`config.mk`:
```
export PLATFORM = sky130hd
export DESIGN_NAME = mem_port_arbiter
export DESIGN_NICKNAME = d
export VERILOG_FILES = /design/src/rtl/mem_port_arbiter.sv
export SDC_FILE = /design/constraint.sdc
export NUM_CORES = 1
export LEC_CHECK = 0
export CORE_MARGIN = 8
export CORE_UTILIZATION = 42
export CTS_BUF_LIST = sky130_fd_sc_hd__clkbuf_4 sky130_fd_sc_hd__clkbuf_8 sky130_fd_sc_hd__clkbuf_16
export CTS_CLUSTER_DIAMETER = 60
export DETAILED_ROUTE_END_ITERATION = 8
export PLACE_DENSITY = 0.77
export SLEW_MARGIN = 15
export SYNTH_ARGS = -nofsm -noshare
export SYNTH_HDL_FRONTEND = slang
export SYNTH_SLANG_ARGS = --single-unit
```
`constraint.sdc`:
```
create_clock -name clk -period 5.95 [get_ports clk]
set_input_delay 0.595 -clock clk [delete_from_list [all_inputs] [get_ports clk]]
set_output_delay 0.595 -clock clk [all_outputs]
set_load 0.03 [all_outputs]
```
`src/rtl/mem_port_arbiter.sv`:
```
// Arbitrates one variable-latency backing memory between instruction fetch and
// the load/store port; data has priority, bounded by a fetch-starvation streak.
module mem_port_arbiter #(
  parameter int unsigned ADDR_W      = 32,
  parameter int unsigned DATA_W      = 32,
  parameter int unsigned MAX_STREAK  = 4,
  parameter int unsigned TIMEOUT_CYC = 64
) (
  input  logic              clk,
  input  logic              reset,
  input  logic              if_req,
  input  logic [ADDR_W-1:0] if_addr,
  output logic [DATA_W-1:0] if_rdata,
  output logic              if_done,
  output logic              if_stall,
  input  logic              d_req,
  input  logic              d_we,
  input  logic [ADDR_W-1:0] d_addr,
  input  logic [DATA_W-1:0] d_wdata,
  output logic [DATA_W-1:0] d_rdata,
  output logic              d_done,
  output logic              d_stall,
  output logic              mem_req,
  output logic              mem_we,
  output logic [ADDR_W-1:0] mem_addr,
  output logic [DATA_W-1:0] mem_wdata,
  input  logic [DATA_W-1:0] mem_rdata,
  input  logic              mem_ack,
  output logic              bus_err
);

  localparam int unsigned SW = $clog2(MAX_STREAK + 2);
  localparam int unsigned TW = $clog2(TIMEOUT_CYC + 1);
  localparam logic [SW-1:0] STREAK_SAT = SW'(MAX_STREAK);
  localparam logic [TW-1:0] TO_LAST    = TW'(TIMEOUT_CYC - 1);

  typedef enum logic [1:0] {
    IDLE   = 2'd0,
    BUSY_I = 2'd1,
    BUSY_D = 2'd2,
    RESP   = 2'd3
  } state_e;

  state_e            state_q;
  logic              mem_req_q;
  logic              mem_we_q;
  logic [ADDR_W-1:0] mem_addr_q;
  logic [DATA_W-1:0] mem_wdata_q;
  logic [DATA_W-1:0] if_rdata_q;
  logic [DATA_W-1:0] d_rdata_q;
  logic              if_done_q;
  logic              d_done_q;
  logic              bus_err_q;
  logic [SW-1:0]     streak_q;
  logic [TW-1:0]     tcnt_q;

  // Data wins a tie unless fetch has already lost MAX_STREAK times in a row.
  logic pick_d;
  assign pick_d = d_req && !(if_req && (streak_q == STREAK_SAT));

  always_ff @(posedge clk or posedge reset) begin
    if (reset) begin
      state_q     <= IDLE;
      mem_req_q   <= 1'b0;
      mem_we_q    <= 1'b0;
      mem_addr_q  <= '0;
      mem_wdata_q <= '0;
      if_rdata_q  <= '0;
      d_rdata_q   <= '0;
      if_done_q   <= 1'b0;
      d_done_q    <= 1'b0;
      bus_err_q   <= 1'b0;
      streak_q    <= '0;
      tcnt_q      <= '0;
    end else begin
      if_done_q <= 1'b0;
      d_done_q  <= 1'b0;
      case (state_q)
        IDLE: begin
          if (!if_req) streak_q <= '0;
          if (if_req || d_req) begin
            mem_req_q <= 1'b1;
            tcnt_q    <= '0;
            if (pick_d) begin
              state_q     <= BUSY_D;
              mem_we_q    <= d_we;
              mem_addr_q  <= d_addr;
              mem_wdata_q <= d_wdata;
              if (if_req && (streak_q != STREAK_SAT)) streak_q <= streak_q + 1'b1;
            end else begin
              state_q     <= BUSY_I;
              mem_we_q    <= 1'b0;
              mem_addr_q  <= if_addr;
              mem_wdata_q <= '0;
              streak_q    <= '0;
            end
          end
        end
        BUSY_I, BUSY_D: begin
          // An ack on the final timeout cycle still completes normally.
          if (mem_ack || (tcnt_q == TO_LAST)) begin
            mem_req_q <= 1'b0;
            state_q   <= RESP;
            if (!mem_ack) bus_err_q <= 1'b1;
            if (state_q == BUSY_I) begin
              if_done_q  <= 1'b1;
              if_rdata_q <= mem_ack ? mem_rdata : '0;
            end else begin
              d_done_q  <= 1'b1;
              d_rdata_q <= (mem_ack && !mem_we_q) ? mem_rdata : '0;
            end
          end else begin
            tcnt_q <= tcnt_q + 1'b1;
          end
        end
        RESP:    state_q <= IDLE;
        default: state_q <= IDLE;
      endcase
    end
  end

  assign mem_req   = mem_req_q;
  assign mem_we    = mem_we_q;
  assign mem_addr  = mem_addr_q;
  assign mem_wdata = mem_wdata_q;
  assign if_rdata  = if_rdata_q;
  assign d_rdata   = d_rdata_q;
  assign if_done   = if_done_q;
  assign d_done    = d_done_q;
  assign bus_err   = bus_err_q;
  assign if_stall  = if_req & ~if_done_q;
  assign d_stall   = d_req & ~d_done_q;

endmodule

```
==> impl_metrics.yaml <==
timing:
  hold_viol: 0
  finClkSkew_ps: 8.331
  finalSetupViolCount: 0
  setup_slack_ps: 3146
  drv_slew: 0
  timing.fmax_mhz: 356.6
  worst-slew-pin-transition_ps: 903.3
  slew_headroom_pct: 39.78
  period_needed_ps: 2804
  setup_tns_ps: 0
  fin_hold_ws_ps: 458.1
  rsz0062_at_grt: "false"
  fin_crit_sh_pct: 47.13
cts:
  post_cts_buffers: 0
  clock_sinks: 145
  cts_tree: "yes"
  ctsResizeCount: 0
  clk_pin_slew_worst_paths_ps: 50
  clk_latency_ps: 410
  postCtsHoldBufs: 0
  cts.htree.levels: 4
  cts_root_buf: "clkbuf_16"
  cts.path.max_buffers: 2
  cts_made_buffers: 17
die:
  die_w_um: 136.0
  die_y_um: 136.0
  core_um2: 14310
  dieArea_um2: 18490
  start_util_pct: 42.23
  rows: 44
  io_pins: 269
setup_path:
  crit_required_ps: 5360
  crit_arrival_ps: 2210
  critPathTopFamily: "buffers and inverters"
  crit_chain: "clkdlybuf4s50_1 -> nor2b_1 -> clkdlybuf4s50_1"
  critPathKind: "in2out"
  end_kind: "output port"
  slowest_delay_ps: 710
  cp-start-kind: "primary input"
  cp_num_buf_inv: 2
  cp_max_fo: 6
  crit_path_top_delay_cell: "clkdlybuf4s50_1"
  worst_path_most_repeated_cell: "clkdlybuf4s50_1"
synthesis:
  synth_async_sr_flop_share_pct: 100.0
  synth_edf_count: 0
  yosysTopAreaCell: "dfrtp_1"
  avgSynthCellArea_um2: 11.58
  yosysTopAreaCellShare_pct: 60.03
  netlist_area_um2: 6045
  seq_area_frac_synth_pct: 60.03
  synth_area_leaders: "dfrtp_1, a22o_1, nand2_1"
  synth_nets: 662
  syn_inst: 522
  yosys_most_used_dff: "dfrtp_1"
  yosysWarnings: 0
  synth_common_cells: "dfrtp_1, nand2_1, a22o_1"
  yosysMostFrequentCell: "dfrtp_1"
  synth_seq_cells: 145
  ys_types: 43
layout:
  final_core_util_pct: 65.52
  fin_nets: 919
  area_delta_synth_final_pct: 55.16
  diodes: 0
  drive_above_1_share_pct: 6.818
detailed_routing:
  wl_mm: 18.76
  drc: 0
  wire_per_inst_um: 19.22
  drtIter0Drc: 238
  ant_nets: 0
  dr.pass1.iters: 4
  vias: 5047
  viasPerCell: 5.171
global_routing:
  grt_overflow_total: 0
  grt_usage_pct: 20.38
  antenna_found_initial: 0
  first_global_vias: 5354
  grt_pass1_wl_mm: 29.42
  grt_max_degree: 98
status:
  status: "finished clean"
placement:
  io_buffers: 268
  pre_cts_ws_ps: 2863
  dp_hpwl_mm: 13.97
  routabilityCongestion: 0.7847
run:
  drv_cap: 0
pwr:
  powerDensity_nw_per_um2: 576.6
  ir_worst_vdd_v: 0.0002130
  leakage_nw: 4.125
worst_hold_path:
  hold_path_class: "reg2reg"
## through the flow
stage	cells	area [um2]	power [W]
finish	976	9379	0.005408
global route	976	9379	0.005702
CTS	976	9379	0.005464
detailed placement	944	8775	0.004356
global placement	944	8775	0.004296
floorplan	522	6045	0.003247
## layout by cell type, fill, tap and decap left out, drive strengths merged, types with 2 or more instances in the layout
cell / count
a21o: 3
o21ai: 70
nor2b: 4
xnor2: 2
and3: 2
nand2: 106
ha: 6
clkdlybuf4s50: 268
dfrtp: 145
clkbuf: 18
inv: 10
a21oi: 3
o21a: 2
bufinv: 3
nor2: 5
clkinv: 9
clkinvlp: 2
nand3b: 2
buf: 6
o211ai: 2
a22o: 67
nor3: 3
nand3: 8
a31oi: 2
mux2i: 35
## worst paths after layout
kind                           endpoint  depth (start not counted)  slack [ps]   startpoint
max                            if_stall                          3        3150       if_req
min                             bus_err                          1         460      bus_err
max reg2reg                 mem_addr[4]                          7        3560  streak_q[0]
min reg2reg                     bus_err                          1         460      bus_err
max in group asynchronous   d_rdata[15]                          3        3970        reset
min in group asynchronous  if_rdata[14]                          2         700        reset
## sequential cells by signal (all words and copies together), names as in the netlist, 2 cells and up
signal and cells:
mem_wdata 32, d_rdata 32, if_rdata 32, state_q 2
tcnt_q 7, mem_addr 32, streak_q 3
## layout make-up
type	count	area, um2
clock buffers	18	439.2
multi-input cells	331	2146
inverters	10	42.54
fillers	1104	4935
repair buffers	274	2728
clock inverters	14	165.2
well taps	184	230.2
flip-flops and latches	145	3628
## per-layer routing
layer	track usage, %	up-vias	wire length, um	part of all wire, %
li1	-	2350	-	-
met1	23.58	2445	7350	39
met2	32.93	226	9075	48
met3	8.574	26	1905	10
met4	7.993	0	425	2.3
met5	0	-	0	0
## power breakdown
group	switching (W)	internal (W)	leakage (nW)
Clock	0.000411	0.000668	0.295
Combinational	0.00157	0.00112	1.98
Sequential	0.000243	0.00140	1.85
Total	0.00222	0.00318	4.12
## cells by family after synthesis
kind of cell / after synthesis / share of synthesized area [%]
AO/OA/AOI/OAI: 153 / 17.74
XOR/XNOR: 2 / 0.2898
adder cells (fa/ha/maj): 6 / 1.242
buffers and inverters: 46 / 4.678
flip-flops: 145 / 60.03
multiplexers: 36 / 5.982
AND/OR/NAND/NOR: 134 / 10.04
Power figures use the tool's default switching activity.
